`src/rtl/puf_verifier.sv`:
```
// ----------------------------------------------------------------------------
// puf_verifier
//   Challenge-issuing side of an RO PUF challenge/response link. Holds an
//   enrolled table of NUM_PAIRS (challenge, expected response) pairs, replays
//   them to the PUF on START, and reports a pass/fail verdict based on how many
//   responses fall within HD_THRESH masked Hamming distance of the enrolment.
//
// Ports
//   CLK          in   1     system clock, all logic on posedge
//   RESET        in   1     synchronous, active-high
//   START        in   1     begin a run (accepted only in IDLE)
//   WR_EN        in   1     table write strobe (accepted only in IDLE)
//   WR_ADDR      in   AW    table index
//   WR_CHAL      in   7     challenge bits for the entry
//   WR_RESP      in   8     expected response for the entry
//   CHALLENGE    out  8     to PUF: [6:0] table challenge, [7] parity pad
//   RESPONSE     in   8     from PUF
//   PUF_DONE     in   1     from PUF: high = idle / result valid
//   BUSY         out  1     run in progress
//   DONE         out  1     verdict valid, held until next accepted START
//   PASS         out  1     enough matches and no timeout (valid with DONE)
//   MATCH_COUNT  out  AW+1  matching pairs in the current/last run
//   TIMEOUT      out  1     last run aborted waiting for PUF_DONE
//   HD_TOTAL     out  AW+5  (PUF_VERIFY_STATS_EN only) summed hd of the run
//
// Build option
//   PUF_VERIFY_STATS_EN : adds HD_TOTAL and its accumulator.
// ----------------------------------------------------------------------------
module puf_verifier #(
    parameter int unsigned NUM_PAIRS      = 8,
    parameter int unsigned HD_THRESH      = 1,
    parameter int unsigned MIN_MATCH      = 6,
    parameter logic [7:0]  RESP_MASK      = 8'hFE,
    parameter int unsigned SETTLE_CYCLES  = 4,
    parameter int unsigned TIMEOUT_CYCLES = 2**21,
    localparam int unsigned AW = (NUM_PAIRS > 1) ? $clog2(NUM_PAIRS) : 1
) (
    input  logic          CLK,
    input  logic          RESET,
    input  logic          START,
    input  logic          WR_EN,
    input  logic [AW-1:0] WR_ADDR,
    input  logic [6:0]    WR_CHAL,
    input  logic [7:0]    WR_RESP,
    output logic [7:0]    CHALLENGE,
    input  logic [7:0]    RESPONSE,
    input  logic          PUF_DONE,
    output logic          BUSY,
    output logic          DONE,
    output logic          PASS,
    output logic [AW:0]   MATCH_COUNT,
    output logic          TIMEOUT
`ifdef PUF_VERIFY_STATS_EN
    ,
    output logic [AW+4:0] HD_TOTAL
`endif
);

    localparam int unsigned TMAX  = (TIMEOUT_CYCLES > SETTLE_CYCLES) ? TIMEOUT_CYCLES : SETTLE_CYCLES;
    localparam int unsigned TW    = (TMAX > 1) ? $clog2(TMAX) : 1;
    localparam int unsigned DEPTH = 2**AW;

    typedef enum logic [2:0] {
        S_IDLE,
        S_ISSUE,
        S_SETTLE,
        S_WAIT,
        S_COMPARE,
        S_FINISH
    } state_t;

    state_t         r_state;
    state_t         w_state_next;

    logic [6:0]     r_tbl_chal [DEPTH];
    logic [7:0]     r_tbl_resp [DEPTH];

    logic [AW-1:0]  r_idx;
    logic [TW-1:0]  r_timer;
    logic [7:0]     r_challenge;
    logic           r_busy;
    logic           r_done;
    logic           r_pass;
    logic [AW:0]    r_match_count;
    logic           r_timeout;

    logic           w_wr_ok;
    logic [6:0]     w_cur_chal;
    logic           w_pad;
    logic [7:0]     w_diff;
    logic [3:0]     w_hd;
    logic           w_match;
    logic           w_settle_last;
    logic           w_timeout_last;
    logic           w_idx_last;

    assign w_wr_ok        = !RESET && (r_state == S_IDLE) && WR_EN && (32'(WR_ADDR) < NUM_PAIRS);
    assign w_cur_chal     = r_tbl_chal[r_idx];
    // Pad bit forces the parity of the new challenge to differ from the one
    // currently driven, so even a repeated challenge retriggers the PUF.
    assign w_pad          = ~(^r_challenge) ^ (^w_cur_chal);
    assign w_diff         = (RESPONSE ^ r_tbl_resp[r_idx]) & RESP_MASK;
    assign w_match        = (32'(w_hd) <= HD_THRESH);
    assign w_settle_last  = (r_timer == TW'(SETTLE_CYCLES - 1));
    assign w_timeout_last = (r_timer == TW'(TIMEOUT_CYCLES - 1));
    assign w_idx_last     = (r_idx == AW'(NUM_PAIRS - 1));

    always_comb begin
        w_hd = '0;
        for (int unsigned i = 0; i < 8; i++) begin
            w_hd = w_hd + {3'b000, w_diff[i]};
        end
    end

    // State register
    always_ff @(posedge CLK) begin
        if (RESET) begin
            r_state <= S_IDLE;
        end else begin
            r_state <= w_state_next;
        end
    end

    // Next-state logic
    always_comb begin
        w_state_next = r_state;
        case (r_state)
            S_IDLE:    if (START) w_state_next = S_ISSUE;
            S_ISSUE:   w_state_next = S_SETTLE;
            S_SETTLE:  if (w_settle_last) w_state_next = S_WAIT;
            S_WAIT: begin
                if (PUF_DONE) begin
                    w_state_next = S_COMPARE;
                end else if (w_timeout_last) begin
                    w_state_next = S_FINISH;
                end
            end
            S_COMPARE: w_state_next = w_idx_last ? S_FINISH : S_ISSUE;
            S_FINISH:  w_state_next = S_IDLE;
            default:   w_state_next = S_IDLE;
        endcase
    end

    // Enrolment table: deliberately not reset
    always_ff @(posedge CLK) begin
        if (w_wr_ok) begin
            r_tbl_chal[WR_ADDR] <= WR_CHAL;
            r_tbl_resp[WR_ADDR] <= WR_RESP;
        end
    end

`ifdef PUF_VERIFY_STATS_EN
    logic [AW+4:0] r_hd_total;

    always_ff @(posedge CLK) begin
        if (RESET) begin
            r_hd_total <= '0;
        end else if (r_state == S_IDLE && START) begin
            r_hd_total <= '0;
        end else if (r_state == S_COMPARE) begin
            r_hd_total <= r_hd_total + {{(AW+1){1'b0}}, w_hd};
        end
    end

    assign HD_TOTAL = r_hd_total;
`endif

    // Run datapath
    always_ff @(posedge CLK) begin
        if (RESET) begin
            r_idx         <= '0;
            r_timer       <= '0;
            r_challenge   <= '0;
            r_busy        <= 1'b0;
            r_done        <= 1'b0;
            r_pass        <= 1'b0;
            r_match_count <= '0;
            r_timeout     <= 1'b0;
        end else begin
            case (r_state)
                S_IDLE: begin
                    if (START) begin
                        r_done        <= 1'b0;
                        r_pass        <= 1'b0;
                        r_timeout     <= 1'b0;
                        r_match_count <= '0;
                        r_idx         <= '0;
                        r_busy        <= 1'b1;
                    end
                end
                S_ISSUE: begin
                    r_challenge <= {w_pad, w_cur_chal};
                    r_timer     <= '0;
                end
                // Timer is shared: it counts settle cycles, then restarts
                // from zero for the PUF_DONE wait.
                S_SETTLE: begin
                    if (w_settle_last) begin
                        r_timer <= '0;
                    end else begin
                        r_timer <= r_timer + 1'b1;
                    end
                end
                S_WAIT: begin
                    if (!PUF_DONE) begin
                        if (w_timeout_last) begin
                            r_timeout <= 1'b1;
                        end else begin
                            r_timer <= r_timer + 1'b1;
                        end
                    end
                end
                S_COMPARE: begin
                    if (w_match) begin
                        r_match_count <= r_match_count + 1'b1;
                    end
                    if (!w_idx_last) begin
                        r_idx <= r_idx + 1'b1;
                    end
                end
                S_FINISH: begin
                    r_busy <= 1'b0;
                    r_done <= 1'b1;
                    r_pass <= (32'(r_match_count) >= MIN_MATCH) && !r_timeout;
                end
                default: ;
            endcase
        end
    end

    assign CHALLENGE   = r_challenge;
    assign BUSY        = r_busy;
    assign DONE        = r_done;
    assign PASS        = r_pass;
    assign MATCH_COUNT = r_match_count;
    assign TIMEOUT     = r_timeout;

endmodule

```
`config.mk`:
```
export PLATFORM = sky130hd
export DESIGN_NAME = puf_verifier
export DESIGN_NICKNAME = d
export VERILOG_FILES = /design/src/rtl/puf_verifier.sv
export SDC_FILE = /design/constraint.sdc
export NUM_CORES = 1
export LEC_CHECK = 0
export ABC_AREA = 1
export CAP_MARGIN = 20
export CORE_MARGIN = 10
export CORE_UTILIZATION = 65
export CTS_BUF_LIST = sky130_fd_sc_hd__clkbuf_8
export CTS_CLUSTER_SIZE = 16
export DETAILED_ROUTE_END_ITERATION = 7
export PLACE_DENSITY = 0.86
export SLEW_MARGIN = 10
export SYNTH_ARGS = -nofsm -noshare
export SYNTH_HDL_FRONTEND = slang
export SYNTH_SLANG_ARGS = --single-unit
```
`constraint.sdc`:
```
create_clock -name CLK -period 6.3 [get_ports CLK]
set_input_delay 0.945 -clock CLK [delete_from_list [all_inputs] [get_ports CLK]]
set_output_delay 0.945 -clock CLK [all_outputs]
set_load 0.1 [all_outputs]
```
==> flow_summary.json <==
{
  "finalHoldViolCount": 0,
  "syn_to_final_growth_pct": 12.9,
  "synth_flop_cell": "edfxtp_1",
  "clkSinkCount": 158,
  "tightest_slew_ns": 0.994,
  "fmax_mhz": 222,
  "yosys.area.top_type": "edfxtp_1",
  "final_area_um2": 8220,
  "fp.dieH_um": 126,
  "drt-wirelength-per-cell_um": 16.8,
  "final.period_utilization_pct": 71.6,
  "hold_path_end": "BUSY",
  "fin_util_pct": 75.5,
  "maxSlewViolCount": 0,
  "p_int_mw": 1.85,
  "cp.required_ns": 6.66,
  "post_cts_buffers": 0,
  "async_flop_share_pct": 0,
  "synth.avg_cell_area_um2": 9.23,
  "synthCells": 788,
  "grt_use_met3_pct": 5.54,
  "die_area_um2": 15800,
  "finalWorstSetupSlack_ns": 1.79,
  "cts.path.max_buffers": 2,
  "drt_iter0_drc": 719,
  "gp_congestion": 0.841,
  "p_comb_share_pct": 38.1,
  "worst_clock_skew_ns": 0.0149,
  "power_switching_mw": 1.30,
  "cp_max_fo": 23,
  "route.detailed.drc": 0,
  "period_minus_slack_ns": 4.51,
  "drtPass1Iterations": 5,
  "portBuffers": 44,
  "status": "finished, final reports clean",
  "nets": 873,
  "crit_arrival_ns": 4.87,
  "dp_slack_ns": 1.82,
  "cts_tree": "built",
  "syn-cell-area_um2": 7280,
  "htreeDepth": 4,
  "top_usage_layer": "met2",
  "crit_chain": "buf_4, clkinv_1, o221ai_1, o21ai_1, xnor2_1, fa_1, inv_1, fa_1, inv_1, fa_1, fa_1, nor2_1, nand2_1, nand2_1, nand2_1, nor2_1, nor3_1",
  "ctsRootBufferMaster": "clkbuf_8",
  "drive_above_1_share_pct": 7.21,
  "setup_tns_ns": 0,
  "grt_usage_pct": 20.6,
  "synth_edf_count": 112,
  "clk_pin_slew_ns": 0.08,
  "netlist_top_cells_area": "edfxtp_1 (46%), dfxtp_1 (13%), nand2_1 (9.5%), inv_1 (5.6%), nand3_1 (3.6%)",
  "p_sw_share_pct": 41.3,
  "hpwlAfterDp_um": 10700,
  "diodes": 0,
  "met1_usage_pct": 24.0,
  "ys_seq_area_share_pct": 58.9,
  "startpoint_type": "flip-flop",
  "synthesis.nets": 828,
  "final_common_cell": "nand2_1",
  "ant_nets": 0,
  "grt_pass1_vias": 5408,
  "yosysWarnings": 0,
  "design_power_total_mw": 3.14,
  "reg2reg_depth": 17,
  "p_per_area_nw_per_um2": 383,
  "antenna_found_initial": 0,
  "final_cell_mix": "nand2_1 (184), edfxtp_1 (112), inv_1 (109)",
  "rsz0062_at_grt": "false",
  "routed_wl_um": 16500,
  "viasPerCell": 5.81,
  "grt_overflow": 0,
  "hold_depth": 2,
  "path_class": "flip-flop to flip-flop",
  "gr-usage-met2_pct": 35.7,
  "setup-violations-final": 0,
  "chipWidth_um": 126,
  "reg2reg_slack_ns": 1.79,
  "hold_class": "flip-flop to flip-flop",
  "critPathCaptureType": "flip-flop",
  "ys_ff_latch": 158,
  "cts_resized": 0,
  "fillers": 731,
  "rr_endpoint": "MATCH_COUNT[2]",
  "leakagePower_nw": 3.31,
  "worst_path_largest_cell_delay_ns": 0.59,
  "cts_buffers": 17,
  "seq_power_share_pct": 39.3,
  "vias": 5730,
  "p_clk_share_pct": 22.6,
  "placed_area_um2": 7850,
  "min_from": "BUSY",
  "synth_top_area_share_pct": 46.2,
  "clock_latency_ns": 0.47,
  "ctsHoldBuffers": 0,
  "slowest_stage": "clkinv_1",
  "cap_viol_max_count": 0,
  "rows": 38,
  "grt_pass1_wl_um": 26400,
  "worst_ir_drop_vdd_mv": 0.310,
  "start_util_pct": 66.8,
  "grt_max_degree": 59,
  "io_pins": 47,
  "crit_top_cell": "fa_1",
  "relSlewSlack_pct": 33.5,
  "netlist-cell-type-count": 38,
  "core-area_um2": 10900
}
area by class of cell:
| type | count | area [um^2] | area share (%) |
|---|---|---|---|
| well taps | 140 | 175 | 2.13 |
| multi-input cells | 491 | 2470 | 30.0 |
| flip-flops and latches | 158 | 4280 | 52.1 |
| clock buffers | 17 | 234 | 2.85 |
| clock inverters | 15 | 135 | 1.64 |
| repair buffers | 51 | 493 | 6.00 |
| inverters | 114 | 430 | 5.24 |
per-layer routing:
layer | wire length (um) | up-vias
li1 | - | 2713
met1 | 6300 | 2701
met2 | 8510 | 278
met3 | 1390 | 38
met4 | 329 | 0
met5 | 0 | -
worst max path at each step:
stage	start	endpoint	cells after the start
final	flip-flop	MATCH_COUNT[2]	17
after global routing	flip-flop	MATCH_COUNT[2]	17
after CTS	flip-flop	MATCH_COUNT[2]	17
after detailed placement	flip-flop	MATCH_COUNT[2]	17
after global placement	flip-flop	MATCH_COUNT[1]	16
after floorplan	flip-flop	MATCH_COUNT[1]	19
synthesized netlist by cell type, types with 11 or more instances:
library cell,number
nand2_1,184
edfxtp_1,112
inv_1,108
nor2_1,69
nand3_1,53
o21ai_0,50
dfxtp_1,46
a21oi_1,35
nor3_1,14
buf_2,13
nand4_1,12
o22ai_1,11
kinds of logic (layout without fill, tap and decap cells):
group	Yosys count	in the layout	synth area share, %
adder cells (fa/ha/maj)	9	9	1.96
buffers and inverters	139	197	7.64
flip-flops	158	158	58.9
XOR/XNOR	18	18	2.17
AO/OA/AOI/OAI	116	116	8.84
AND/OR/NAND/NOR	348	348	20.5
stage by stage:
stage	std cells	hold slack, ns
after global routing	986	0.499
after detailed placement	954	0.470
after floorplan	788	0.455
after CTS	986	0.482
after global placement	954	0.449
final	986	0.480
flip-flops by register name, indices dropped and copies added (netlist names), 3 cells and up, named ones only:
signal,count
r_timer,21
CHALLENGE,8
r_state,3
r_tbl_resp,56
r_tbl_chal,56
r_idx,3
MATCH_COUNT,4
power groups by stage:
| stage | combinational (mW) | sequential, mW | clock [mW] |
|---|---|---|---|
| 2_1_floorplan | 0.719 | 1.44 | 0 |
| 3_3_place_gp | 1.12 | 1.25 | 0 |
| 3_5_place_dp | 1.18 | 1.26 | 0 |
| 4_1_cts | 1.18 | 1.23 | 0.715 |
| 5_1_grt | 1.32 | 1.24 | 0.759 |
| 6_report | 1.20 | 1.24 | 0.710 |
worst max-delay path: cells and delay by family, from the launching register on:
kind	cells	cell delay, ns
flip-flops	1	0.32
XOR/XNOR	1	0.16
AO/OA/AOI/OAI	2	0.35
buffers and inverters	4	0.99
adder cells (fa/ha/maj)	4	1.93
AND/OR/NAND/NOR	6	0.64
Note: power is estimated with default switching activity, not from simulation.
